[config.mk]
export PLATFORM = sky130hd
export DESIGN_NAME = maze_grid_tracker
export DESIGN_NICKNAME = d
export VERILOG_FILES = /design/src/rtl/maze_pkg.sv /design/src/rtl/maze_cell_ram.sv /design/src/rtl/maze_grid_tracker.sv
export SDC_FILE = /design/constraint.sdc
export NUM_CORES = 1
export LEC_CHECK = 0
export CAP_MARGIN = 20
export CELL_PAD_IN_SITES_DETAIL_PLACEMENT = 1
export CELL_PAD_IN_SITES_GLOBAL_PLACEMENT = 1
export CORE_MARGIN = 2
export CORE_UTILIZATION = 41
export DETAILED_ROUTE_END_ITERATION = 7
export PLACE_DENSITY_LB_ADDON = 0.12
export SLEW_MARGIN = 20
export SYNTH_ARGS = -nofsm -noshare
export SYNTH_HDL_FRONTEND = slang
export SYNTH_SLANG_ARGS = --single-unit
export TNS_END_PERCENT = 30
[constraint.sdc]
create_clock -name CLOCK -period 5.6 [get_ports CLOCK]
set_input_delay 0.56 -clock CLOCK [delete_from_list [all_inputs] [get_ports CLOCK]]
set_output_delay 0.56 -clock CLOCK [all_outputs]
set_load 0.1 [all_outputs]
[src/rtl/maze_pkg.sv]
// Shared types, colour constants and helpers for the maze grid tracker.
// Optional treasure storage is enabled by defining GRID_TREASURE_EN.
package maze_pkg;

    typedef enum logic [1:0] {
        CELL_UNVISITED = 2'd0,
        CELL_VISITED   = 2'd1,
        CELL_CURRENT   = 2'd2,
        CELL_RESERVED  = 2'd3
    } cell_state_t;

    typedef enum logic [1:0] {
        TRS_NONE = 2'd0,
        TRS_7K   = 2'd1,
        TRS_12K  = 2'd2,
        TRS_17K  = 2'd3
    } treasure_t;

    typedef enum logic [1:0] {
        ST_SWEEP  = 2'd0,
        ST_IDLE   = 2'd1,
        ST_UPDATE = 2'd2
    } fsm_state_t;

    // RGB332 palette
    localparam logic [7:0] RGB_BLACK  = 8'h00;
    localparam logic [7:0] RGB_BLUE   = 8'h03;
    localparam logic [7:0] RGB_GREEN  = 8'h1C;
    localparam logic [7:0] RGB_RED    = 8'hE0;
    localparam logic [7:0] RGB_PURPLE = 8'b101_000_11;
    localparam logic [7:0] RGB_YELLOW = 8'b111_111_00;
    localparam logic [7:0] RGB_WHITE  = 8'hFF;

    // Index width that stays at least one bit for single-entry ranges
    function automatic int unsigned idx_width(input int unsigned n);
        return (n > 1) ? $clog2(n) : 1;
    endfunction

    // Display colour of a cell; a nonzero treasure code overrides the state colour
    function automatic logic [7:0] cell_colour(input logic [1:0] state, input logic [1:0] trs);
        logic [7:0] c;
        case (state)
            CELL_UNVISITED: c = RGB_BLACK;
            CELL_VISITED:   c = RGB_BLUE;
            CELL_CURRENT:   c = RGB_GREEN;
            default:        c = RGB_RED;
        endcase
        case (trs)
            TRS_7K:  c = RGB_PURPLE;
            TRS_12K: c = RGB_YELLOW;
            TRS_17K: c = RGB_WHITE;
            default: ;
        endcase
        return c;
    endfunction

endpackage

[src/rtl/maze_cell_ram.sv]
// 1-write/1-read synchronous cell store; a same-cycle read of a written cell
// returns the old contents. Treasure plane exists only with GRID_TREASURE_EN.
module maze_cell_ram #(
    parameter int unsigned DEPTH = 20,
    parameter int unsigned AW    = 5
) (
    input  logic          clk_i,
    input  logic          wr_en_i,
    input  logic [AW-1:0] wr_addr_i,
    input  logic [1:0]    wr_state_i,
`ifdef GRID_TREASURE_EN
    input  logic          trs_wr_en_i,
    input  logic [1:0]    wr_trs_i,
    output logic [1:0]    rd_trs_o,
`endif
    input  logic [AW-1:0] rd_addr_i,
    output logic [1:0]    rd_state_o
);

    logic [1:0] state_mem [DEPTH];
    logic [1:0] rd_state_q;

    // Cell-state plane: write port plus registered read port
    always_ff @(posedge clk_i) begin
        if (wr_en_i) begin
            state_mem[wr_addr_i] <= wr_state_i;
        end
        rd_state_q <= state_mem[rd_addr_i];
    end

    assign rd_state_o = rd_state_q;

`ifdef GRID_TREASURE_EN
    logic [1:0] trs_mem [DEPTH];
    logic [1:0] rd_trs_q;

    // Treasure plane, written independently of the state plane
    always_ff @(posedge clk_i) begin
        if (trs_wr_en_i) begin
            trs_mem[wr_addr_i] <= wr_trs_i;
        end
        rd_trs_q <= trs_mem[rd_addr_i];
    end

    assign rd_trs_o = rd_trs_q;
`endif

endmodule

[src/rtl/maze_grid_tracker.sv]
// Maze-state tracker: packet-driven cell updates, clear sweep and a 2-stage
// VGA pixel-to-colour pipeline. Define GRID_TREASURE_EN for treasure storage.
module maze_grid_tracker
    import maze_pkg::*;
#(
    parameter int unsigned ROWS    = 4,
    parameter int unsigned COLS    = 5,
    parameter int unsigned CELL_PX = 50,
    parameter int unsigned RW      = idx_width(ROWS),
    parameter int unsigned CW      = idx_width(COLS)
) (
    input  logic                             CLOCK,
    input  logic                             RESET_N,
    input  logic                             CLEAR,
    input  logic                             PKT_VALID,
    output logic                             PKT_READY,
    input  logic [RW-1:0]                    PKT_ROW,
    input  logic [CW-1:0]                    PKT_COL,
`ifdef GRID_TREASURE_EN
    input  logic [1:0]                       PKT_TREASURE,
`endif
    output logic                             PKT_ERR,
    input  logic [9:0]                       PIXEL_X,
    input  logic [9:0]                       PIXEL_Y,
    output logic [7:0]                       PIXEL_COLOR,
    output logic                             CUR_VALID,
    output logic [RW-1:0]                    CUR_ROW,
    output logic [CW-1:0]                    CUR_COL,
    output logic [$clog2(ROWS*COLS+1)-1:0]   VISITED_COUNT,
    output logic                             DONE
);

    localparam int unsigned NCELLS = ROWS * COLS;
    localparam int unsigned AW     = idx_width(NCELLS);
    localparam int unsigned CNT_W  = $clog2(NCELLS + 1);
    localparam int unsigned GRID_W = COLS * CELL_PX;
    localparam int unsigned GRID_H = ROWS * CELL_PX;

    function automatic logic [AW-1:0] cell_idx(input logic [RW-1:0] r, input logic [CW-1:0] c);
        return AW'(32'(r) * COLS + 32'(c));
    endfunction

    fsm_state_t        state_q, state_d;
    logic              upd_phase_q, upd_phase_d;
    logic [AW-1:0]     sweep_idx_q, sweep_idx_d;

    logic [RW-1:0]     new_row_q, new_row_d;
    logic [CW-1:0]     new_col_q, new_col_d;
    logic              cur_valid_q, cur_valid_d;
    logic [RW-1:0]     cur_row_q, cur_row_d;
    logic [CW-1:0]     cur_col_q, cur_col_d;
    logic [CNT_W-1:0]  count_q, count_d;
    logic [NCELLS-1:0] occupied_q, occupied_d;
    logic              pkt_ready_q, pkt_ready_d;
    logic              pkt_err_q, pkt_err_d;
    logic              done_q, done_d;

    logic              accept_c;
    logic              in_range_c;
    logic [AW-1:0]     new_idx_c;
    logic [AW-1:0]     cur_idx_c;

    logic              ram_we_c;
    logic [AW-1:0]     ram_waddr_c;
    logic [1:0]        ram_wstate_c;
    logic [1:0]        rd_state;
    logic [1:0]        rd_trs_c;

    logic [CW-1:0]     px_col_c;
    logic [RW-1:0]     px_row_c;
    logic              px_in_c;
    logic              in_grid_q;
    logic [7:0]        pixel_color_q;

`ifdef GRID_TREASURE_EN
    logic [1:0]        new_trs_q, new_trs_d;
    logic              ram_trs_we_c;
    logic [1:0]        ram_wtrs_c;
    logic [1:0]        rd_trs;
`endif

    // Handshake qualification and cell addresses
    always_comb begin
        accept_c   = PKT_VALID && pkt_ready_q && !CLEAR;
        in_range_c = (32'(PKT_ROW) < ROWS) && (32'(PKT_COL) < COLS);
        new_idx_c  = cell_idx(new_row_q, new_col_q);
        cur_idx_c  = cell_idx(cur_row_q, cur_col_q);
    end

    // FSM state register
    always_ff @(posedge CLOCK or negedge RESET_N) begin
        if (!RESET_N) begin
            state_q     <= ST_SWEEP;
            upd_phase_q <= 1'b0;
            sweep_idx_q <= '0;
        end else begin
            state_q     <= state_d;
            upd_phase_q <= upd_phase_d;
            sweep_idx_q <= sweep_idx_d;
        end
    end

    // FSM next state; CLEAR restarts the sweep from any state
    always_comb begin
        state_d     = state_q;
        upd_phase_d = upd_phase_q;
        sweep_idx_d = sweep_idx_q;
        if (CLEAR) begin
            state_d     = ST_SWEEP;
            upd_phase_d = 1'b0;
            sweep_idx_d = '0;
        end else begin
            case (state_q)
                ST_SWEEP: begin
                    if (sweep_idx_q == AW'(NCELLS - 1)) begin
                        state_d     = ST_IDLE;
                        sweep_idx_d = '0;
                    end else begin
                        sweep_idx_d = sweep_idx_q + AW'(1);
                    end
                end
                ST_IDLE: begin
                    if (accept_c && in_range_c) begin
                        state_d     = ST_UPDATE;
                        upd_phase_d = 1'b0;
                    end
                end
                ST_UPDATE: begin
                    if (!upd_phase_q) begin
                        upd_phase_d = 1'b1;
                    end else begin
                        state_d     = ST_IDLE;
                        upd_phase_d = 1'b0;
                    end
                end
                default: begin
                    state_d     = ST_SWEEP;
                    sweep_idx_d = '0;
                end
            endcase
        end
    end

    // FSM outputs: store writes and next values of the tracked position/count
    always_comb begin
        ram_we_c     = 1'b0;
        ram_waddr_c  = '0;
        ram_wstate_c = CELL_UNVISITED;
`ifdef GRID_TREASURE_EN
        ram_trs_we_c = 1'b0;
        ram_wtrs_c   = TRS_NONE;
        new_trs_d    = new_trs_q;
`endif
        new_row_d    = new_row_q;
        new_col_d    = new_col_q;
        cur_valid_d  = cur_valid_q;
        cur_row_d    = cur_row_q;
        cur_col_d    = cur_col_q;
        count_d      = count_q;
        occupied_d   = occupied_q;
        pkt_err_d    = 1'b0;
        pkt_ready_d  = (state_d == ST_IDLE);

        if (CLEAR) begin
            cur_valid_d = 1'b0;
            cur_row_d   = '0;
            cur_col_d   = '0;
            count_d     = '0;
            occupied_d  = '0;
        end else begin
            case (state_q)
                ST_SWEEP: begin
                    ram_we_c     = 1'b1;
                    ram_waddr_c  = sweep_idx_q;
                    ram_wstate_c = CELL_UNVISITED;
`ifdef GRID_TREASURE_EN
                    ram_trs_we_c = 1'b1;
                    ram_wtrs_c   = TRS_NONE;
`endif
                end
                ST_IDLE: begin
                    if (accept_c) begin
                        if (in_range_c) begin
                            new_row_d = PKT_ROW;
                            new_col_d = PKT_COL;
`ifdef GRID_TREASURE_EN
                            new_trs_d = PKT_TREASURE;
`endif
                        end else begin
                            pkt_err_d = 1'b1;
                        end
                    end
                end
                ST_UPDATE: begin
                    if (!upd_phase_q) begin
                        ram_we_c     = cur_valid_q;
                        ram_waddr_c  = cur_idx_c;
                        ram_wstate_c = CELL_VISITED;
                    end else begin
                        ram_we_c     = 1'b1;
                        ram_waddr_c  = new_idx_c;
                        ram_wstate_c = CELL_CURRENT;
`ifdef GRID_TREASURE_EN
                        ram_trs_we_c = (new_trs_q != TRS_NONE);
                        ram_wtrs_c   = new_trs_q;
`endif
                        cur_valid_d  = 1'b1;
                        cur_row_d    = new_row_q;
                        cur_col_d    = new_col_q;
                        if (!occupied_q[new_idx_c]) begin
                            count_d                = count_q + CNT_W'(1);
                            occupied_d[new_idx_c]  = 1'b1;
                        end
                    end
                end
                default: ;
            endcase
        end
        done_d = (count_d == CNT_W'(NCELLS));
    end

    // Datapath registers
    always_ff @(posedge CLOCK or negedge RESET_N) begin
        if (!RESET_N) begin
            new_row_q   <= '0;
            new_col_q   <= '0;
`ifdef GRID_TREASURE_EN
            new_trs_q   <= '0;
`endif
            cur_valid_q <= 1'b0;
            cur_row_q   <= '0;
            cur_col_q   <= '0;
            count_q     <= '0;
            occupied_q  <= '0;
            pkt_ready_q <= 1'b0;
            pkt_err_q   <= 1'b0;
            done_q      <= 1'b0;
        end else begin
            new_row_q   <= new_row_d;
            new_col_q   <= new_col_d;
`ifdef GRID_TREASURE_EN
            new_trs_q   <= new_trs_d;
`endif
            cur_valid_q <= cur_valid_d;
            cur_row_q   <= cur_row_d;
            cur_col_q   <= cur_col_d;
            count_q     <= count_d;
            occupied_q  <= occupied_d;
            pkt_ready_q <= pkt_ready_d;
            pkt_err_q   <= pkt_err_d;
            done_q      <= done_d;
        end
    end

    // Pixel to cell mapping by threshold comparison
    always_comb begin
        px_col_c = '0;
        px_row_c = '0;
        for (int unsigned k = 1; k < COLS; k++) begin
            if (32'(PIXEL_X) >= k * CELL_PX) px_col_c = CW'(k);
        end
        for (int unsigned k = 1; k < ROWS; k++) begin
            if (32'(PIXEL_Y) >= k * CELL_PX) px_row_c = RW'(k);
        end
        px_in_c = (32'(PIXEL_X) < GRID_W) && (32'(PIXEL_Y) < GRID_H);
    end

    maze_cell_ram #(
        .DEPTH (NCELLS),
        .AW    (AW)
    ) u_ram (
        .clk_i       (CLOCK),
        .wr_en_i     (ram_we_c),
        .wr_addr_i   (ram_waddr_c),
        .wr_state_i  (ram_wstate_c),
`ifdef GRID_TREASURE_EN
        .trs_wr_en_i (ram_trs_we_c),
        .wr_trs_i    (ram_wtrs_c),
        .rd_trs_o    (rd_trs),
`endif
        .rd_addr_i   (cell_idx(px_row_c, px_col_c)),
        .rd_state_o  (rd_state)
    );

`ifdef GRID_TREASURE_EN
    assign rd_trs_c = rd_trs;
`else
    assign rd_trs_c = TRS_NONE;
`endif

    // Stage 1 (store read + in-grid flag), stage 2 (colour)
    always_ff @(posedge CLOCK or negedge RESET_N) begin
        if (!RESET_N) begin
            in_grid_q     <= 1'b0;
            pixel_color_q <= RGB_BLACK;
        end else begin
            in_grid_q     <= px_in_c;
            pixel_color_q <= in_grid_q ? cell_colour(rd_state, rd_trs_c) : RGB_BLACK;
        end
    end

    assign PKT_READY     = pkt_ready_q;
    assign PKT_ERR       = pkt_err_q;
    assign PIXEL_COLOR   = pixel_color_q;
    assign CUR_VALID     = cur_valid_q;
    assign CUR_ROW       = cur_row_q;
    assign CUR_COL       = cur_col_q;
    assign VISITED_COUNT = count_q;
    assign DONE          = done_q;

endmodule
==> results.sh, run 1 <==
export IMPL_status="complete, no violations"
export IMPL_placed_cells=590
export IMPL_dieArea_um2=12700
export IMPL_grt_use_total_pct=18.6
export IMPL_ys_types=57
export IMPL_gr_total_overflow=0
export IMPL_dpl_hpwl_um=8110
export IMPL_area_delta_synth_final_pct=17.8
export IMPL_grt_max_degree=52
export IMPL_synth_edf_count=40
export IMPL_cts_hold_fix_buffers=0
export IMPL_synth_top_flop_cell="dfrtp_1"
export IMPL_seq_area_um2=2520
export IMPL_syn_area_um2=4840
export IMPL_finalCriticalPeriod_ns=3.99
export IMPL_multi_input_area_um2=2190
export IMPL_die_width_um=113
export IMPL_hp_class="in -> async"
export IMPL_num_fill_cells=1226
export IMPL_fmax_ghz=0.251
export IMPL_ys_warn_count=0
export IMPL_final_cells=606
export IMPL_drive_gt1_share_pct=10.6
export IMPL_initial_core_util_pct=42.2
export IMPL_yosysSeqAreaShare_pct=52.0
export IMPL_setup_violations=0
export IMPL_ant_nets=0
export IMPL_slew_headroom_pct=33.5
export IMPL_layout_common_cells="nor2_1, dfrtp_1, clkdlybuf4s50_1"
export IMPL_rsz0062_at_grt="false"
export IMPL_cts_resized_gates=0
export IMPL_wl_met1_um=5040
export IMPL_fp_coreArea_um2=11500
export IMPL_fp_dieH_um=113
export IMPL_numPortBuffers=48
export IMPL_rows=39
export IMPL_drv_slew=0
export IMPL_synth_seq_cells=93
export IMPL_leakage_nw=2.26
export IMPL_fin_setup_tns_ns=0
export IMPL_async_flop_share_pct=54.8
export IMPL_cts_sinks=93
export IMPL_antenna_found_initial=0
export IMPL_via_count=3405
export IMPL_drv_cap=0
export IMPL_dr_wl_met2_um=5590
export IMPL_end_kind="flip-flop"
export IMPL_top_layer_used="met4"
export IMPL_numCtsBuffers=9
export IMPL_critPathArrivalTime_ns=4.22
export IMPL_syn_nets=472
export IMPL_required_ns=5.83
export IMPL_clock_latency_ns=0.35
export IMPL_start_kind="input pin"
export IMPL_cts_setup_buffers=0
export IMPL_cp_max_fo=5
export IMPL_dr_wl_met3_um=305
export IMPL_root_buffer="clkbuf_16"
export IMPL_viasPerCell=5.62
export IMPL_clk_path_buf_depth=2
export IMPL_layout_commonest_cell="nor2_1"
export IMPL_drc=0
export IMPL_whs_ns=0.310
export IMPL_cts_tree="built"
export IMPL_wl_per_cell_um=18.4
export IMPL_antenna_cells=0
export IMPL_grt_first_pass_wirelength_um=18500
export IMPL_vdd_drop_max_mv=0.145
export IMPL_p_per_area_nw_per_um2=251
export IMPL_htree_levels=3
export IMPL_total_power_w=0.00143
export IMPL_gp_congestion=0.751
export IMPL_layout_nets=514
export IMPL_drtIter0Drc=134
export IMPL_syn_inst=416
export IMPL_firstDrtPassIters=4
export IMPL_final_hold_violation_count=0
export IMPL_crit_type="in -> reg"
export IMPL_fin_skew_ns=0.0115
export IMPL_num_io_pins=51
export IMPL_grt_pass1_vias=3684
export IMPL_tightest_slew_ns=0.995
export IMPL_wirelength_um=11100
export IMPL_min_period_over_period_pct=71.3
export IMPL_syn_area_per_cell_um2=11.6
export IMPL_clkTransAtPathRegs_ns=0.07
## cell type report
| type | instances | area share, % |
|---|---|---|
| tap | 143 | 3.14 |
| clock buffer | 10 | 4.01 |
| timing repair buffer | 50 | 8.51 |
| multi-input combinational | 293 | 38.4 |
| clock inverter | 6 | 1.10 |
| inverter | 11 | 0.724 |
| sequential | 93 | 44.1 |
## critical path, cell delays in order
cell,delay [ns]
clkdlybuf4s50_1,0.48
o311a_1,0.40
a2111oi_0,0.43
nor2_1,0.08
a211oi_1,0.33
ha_1,0.21
ha_1,0.16
inv_1,0.06
fa_1,0.37
xor2_1,0.33
mux4_2,0.55
mux2_2,0.28
## state kept, by name, summed over array words and instances (netlist names)
register          flops
u_ram.state_mem      40
occupied_q           20
VISITED_COUNT         5
sweep_idx_q           5
CUR_COL               3
PIXEL_COLOR           3
new_col_q             3
CUR_ROW               2
new_row_q             2
state_q               2
u_ram.rd_state_o      2
CUR_VALID             1
DONE                  1
PKT_ERR               1
PKT_READY             1
in_grid_q             1
upd_phase_q           1
## where the power goes
group	leakage (nW)	internal (W)	switching, W
clock network	0.138	0.000345	0.000257
registers	1.11	0.000714	0.00000518
logic	1.02	0.0000534	0.0000588
total	2.26	0.00111	0.000321
## cells by family after synthesis
logic type	after synthesis	synth area share, %
compound gates	80	11.1
simple gates	151	14.9
xor+xnor	6	1.08
fa+ha+maj	27	7.44
flops	93	52.0
buf+inv	30	2.89
mux	29	10.6
## per-stage QoR
stage                     instance area (µm²)  utilization [%]  setup slack [ns]
final                                    5710             49.8              1.61
after global routing                     5710             49.8              1.41
after CTS                                5710             49.8              1.60
after detailed placement                 5420             47.3              1.23
after global placement                   5410             47.2              1.42
after floorplan                          4840                -              2.02
## final timing paths
path	from	endpoint	slack, ns	cells past startpoint
setup / recovery	PIXEL_X[3]	u_ram.rd_state_o[0]	1.61	12
hold reg to reg	u_ram.rd_state_o[0]	PIXEL_COLOR[4]	0.44	1
hold / removal	RESET_N	PKT_ERR	0.31	2
max in group asynchronous	RESET_N	PIXEL_COLOR[6]	4.81	2
min in group CLOCK	u_ram.rd_state_o[0]	PIXEL_COLOR[4]	0.44	1
setup reg to reg	new_row_q[1]	DONE	2.29	8
## per-layer routing
layer,track usage [%],vias to the layer above
li1,-,1623
met1,23.5,1723
met2,32.0,44
met3,3.16,15
met4,7.80,0
met5,0,-
## cell usage after synthesis, types with 3 or more instances
cell type  number  area, µm²
mux2i_1         4       40.0
mux2_2          8       90.1
o311ai_0        3       26.3
nand2b_1        8       50.1
a211oi_1        6       45.0
nand3_1        15       75.1
xor2_1          4       35.0
o21a_1          3       22.5
a21o_1          3       22.5
ha_1           24        300
a21oi_1        30        150
nand2_1        25       93.8
inv_1          11       41.3
clkbuf_1       10       37.5
fa_1            3       60.1
o21ai_0        11       55.1
nor2b_1        12       75.1
and2_1          3       18.8
nand3b_1        4       30.0
edfxtp_1       40       1200
nor2_1         65        244
dfrtp_1        51       1280
buf_4           5       37.5
o211ai_1        3       22.5
nor3_1          6       30.0
a31oi_1         5       31.3
mux4_2         17        383
Note: power is estimated with default switching activity, not from simulation.
==> inputs of run 2 (changes only) <==
==> constraint.sdc (replaced) <==
create_clock -name CLOCK -period 3.9 [get_ports CLOCK]
set_input_delay 0.39 -clock CLOCK [delete_from_list [all_inputs] [get_ports CLOCK]]
set_output_delay 0.39 -clock CLOCK [all_outputs]
set_load 0.1 [all_outputs]
==> results.sh, run 2 (synthesis results as in run 1) <==
export IMPL_min_period_over_period_pct=91.9
export IMPL_grt_max_degree=38
export IMPL_fmax_ghz=0.279
export IMPL_grt_use_total_pct=18.9
export IMPL_setup_violations=0
export IMPL_layout_commonest_cell="nor2_1"
export IMPL_viasPerCell=5.62
export IMPL_cts_resized_gates=0
export IMPL_clkTransAtPathRegs_ns=0.06
export IMPL_clk_path_buf_depth=2
export IMPL_fin_skew_ns=0.0120
export IMPL_end_kind="flip-flop"
export IMPL_dpl_hpwl_um=8190
export IMPL_final_hold_violation_count=0
export IMPL_cts_setup_buffers=0
export IMPL_clkPwrFrac_pct=43.4
export IMPL_cp_num_buf_inv=2
export IMPL_slew_headroom_pct=34.4
export IMPL_power_share_combinational_pct=7.9
export IMPL_rrSetupSlack_ns=0.59
export IMPL_ant_nets=0
export IMPL_final_cells=610
export IMPL_wl_per_cell_um=18.6
export IMPL_vdd_drop_max_mv=0.219
export IMPL_status="complete, no violations"
export IMPL_via_count=3426
export IMPL_largest_reg_flops=40
export IMPL_p_sw_share_pct=23.4
export IMPL_finalCriticalPeriod_ns=3.59
export IMPL_antenna_found_initial=0
export IMPL_dieArea_um2=12700
export IMPL_fin_ws_ns=0.315
export IMPL_layout_common_cells="nor2_1, dfrtp_1, clkdlybuf4s50_1"
export IMPL_top_regs="u_ram.state_mem (40), occupied_q (20)"
export IMPL_drv_cap=0
export IMPL_p_per_area_nw_per_um2=368
export IMPL_placed_cells=593
export IMPL_gp_congestion=0.786
export IMPL_crit_top_cell="ha_1"
export IMPL_clock_latency_ns=0.36
export IMPL_num_io_pins=51
export IMPL_required_ns=4.14
export IMPL_start_kind="input pin"
export IMPL_numPortBuffers=48
export IMPL_seq_power_share_pct=48.8
export IMPL_critPathMaxStageDelay_ns=0.56
export IMPL_area_delta_synth_final_pct=18.9
export IMPL_fp_dieH_um=113
export IMPL_gr_total_overflow=0
export IMPL_cp_cell_sequence="clkdlybuf4s50_1 -> o311a_1 -> a2111oi_0 -> nor2_1 -> a211oi_1 -> ha_1 -> ha_1 -> inv_1 -> fa_1 -> xor2_1 -> mux4_2 -> mux2_2"
export IMPL_layout_nets=518
export IMPL_tightest_slew_ns=0.981
export IMPL_grt_first_pass_wirelength_um=18800
export IMPL_cts_sinks=93
export IMPL_drtIter0Drc=172
export IMPL_die_width_um=113
export IMPL_grt_pass1_vias=3715
export IMPL_regMostFlops="u_ram.state_mem"
export IMPL_whs_ns=0.471
export IMPL_place_ws_ns=-0.0510
export IMPL_rsz0062_at_grt="false"
export IMPL_antenna_cells=0
export IMPL_firstDrtPassIters=4
export IMPL_critPathTopFamily="compound AO/OA/AOI/OAI gates"
export IMPL_wirelength_um=11300
export IMPL_critPathArrivalTime_ns=3.82
export IMPL_drc=0
export IMPL_cp_max_fo=2
export IMPL_cts_tree="built"
export IMPL_intPower_w=0.00162
export IMPL_power_switching_w=0.000495
export IMPL_num_fill_cells=1198
export IMPL_leakage_nw=2.29
export IMPL_numCtsBuffers=9
export IMPL_hp_class="reg -> reg"
export IMPL_crit_type="in -> reg"
export IMPL_initial_core_util_pct=42.2
export IMPL_fp_coreArea_um2=11500
export IMPL_critPathSlowestCell="mux4_2"
export IMPL_root_buffer="clkbuf_16"
export IMPL_htree_levels=3
export IMPL_drive_gt1_share_pct=11.3
export IMPL_rows=39
export IMPL_drv_slew=0
==> run 2: changes by cell type in the layout (fill, tap and decap cells not counted), sizes merged <==
cell and change:
clkdlybuf4s50 +1, inv +1, dlygate4sd3 +1, clkinv -1, buf +2
==> run 2: path summary, 6_finish.rpt <==
path | cells past startpoint | startpoint | endpoint
max | 12 | PIXEL_X[3] | u_ram.rd_state_o[1]
min | 2 | u_ram.rd_state_o[1] | PIXEL_COLOR[4]
max reg2reg | 8 | new_row_q[1] | DONE
min reg2reg | 2 | u_ram.rd_state_o[1] | PIXEL_COLOR[4]
max in group asynchronous | 3 | RESET_N | VISITED_COUNT[4]
min in group asynchronous | 2 | RESET_N | state_q[0]
==> run 2: final cells by class <==
cell class	count	area (µm²)	share of cell area [%]
flip-flops and latches	93	2520	43.7
clock inverters	6	67.6	1.17
clock buffers	10	239	4.15
inverters	11	41.3	0.717
well taps	143	179	3.11
repair buffers	54	523	9.08
multi-input cells	293	2190	38.0
==> run 2: per-stage QoR <==
step / power (W) / setup TNS [ns] / utilization (%) / area, µm²
2_1_floorplan: 0.00115 / 0 / - / 4840
3_3_place_gp: 0.00122 / -0.0378 / 47.4 / 5440
3_5_place_dp: 0.00122 / -0.0977 / 47.5 / 5440
4_1_cts: 0.00214 / 0 / 50.2 / 5760
5_1_grt: 0.00219 / 0 / 50.2 / 5760
6_report: 0.00212 / 0 / 50.2 / 5760
==> run 2: metal layers <==
layer | wire (µm) | global-route usage, % | part of all wire (%)
met1 | 5120 | 24.4 | 45
met2 | 5690 | 32.0 | 50
met3 | 319 | 3.43 | 2.8
met4 | 202 | 7.07 | 1.8
met5 | 0 | 0 | 0
==> run 2: worst min-delay path: cells and delay by family, from the launching register on <==
kind,cells,cell delay [ns]
simple gates,2,0.11
flops,1,0.33
==> run 2: timing repair <==
action / CTS / global route
endpoints found under the setup margin: 0 / 0
hold buffers: 1 / 0
endpoints found under the hold margin: 17 / 0
==> run 2: power groups by stage <==
stage / Clock (W) / Combinational [W] / Sequential [W]
after floorplan: 0 / 0.0000933 / 0.00105
after global placement: 0 / 0.000162 / 0.00105
after detailed placement: 0 / 0.000167 / 0.00105
after CTS: 0.000935 / 0.000169 / 0.00103
after global routing: 0.000970 / 0.000183 / 0.00103
final: 0.000919 / 0.000166 / 0.00103
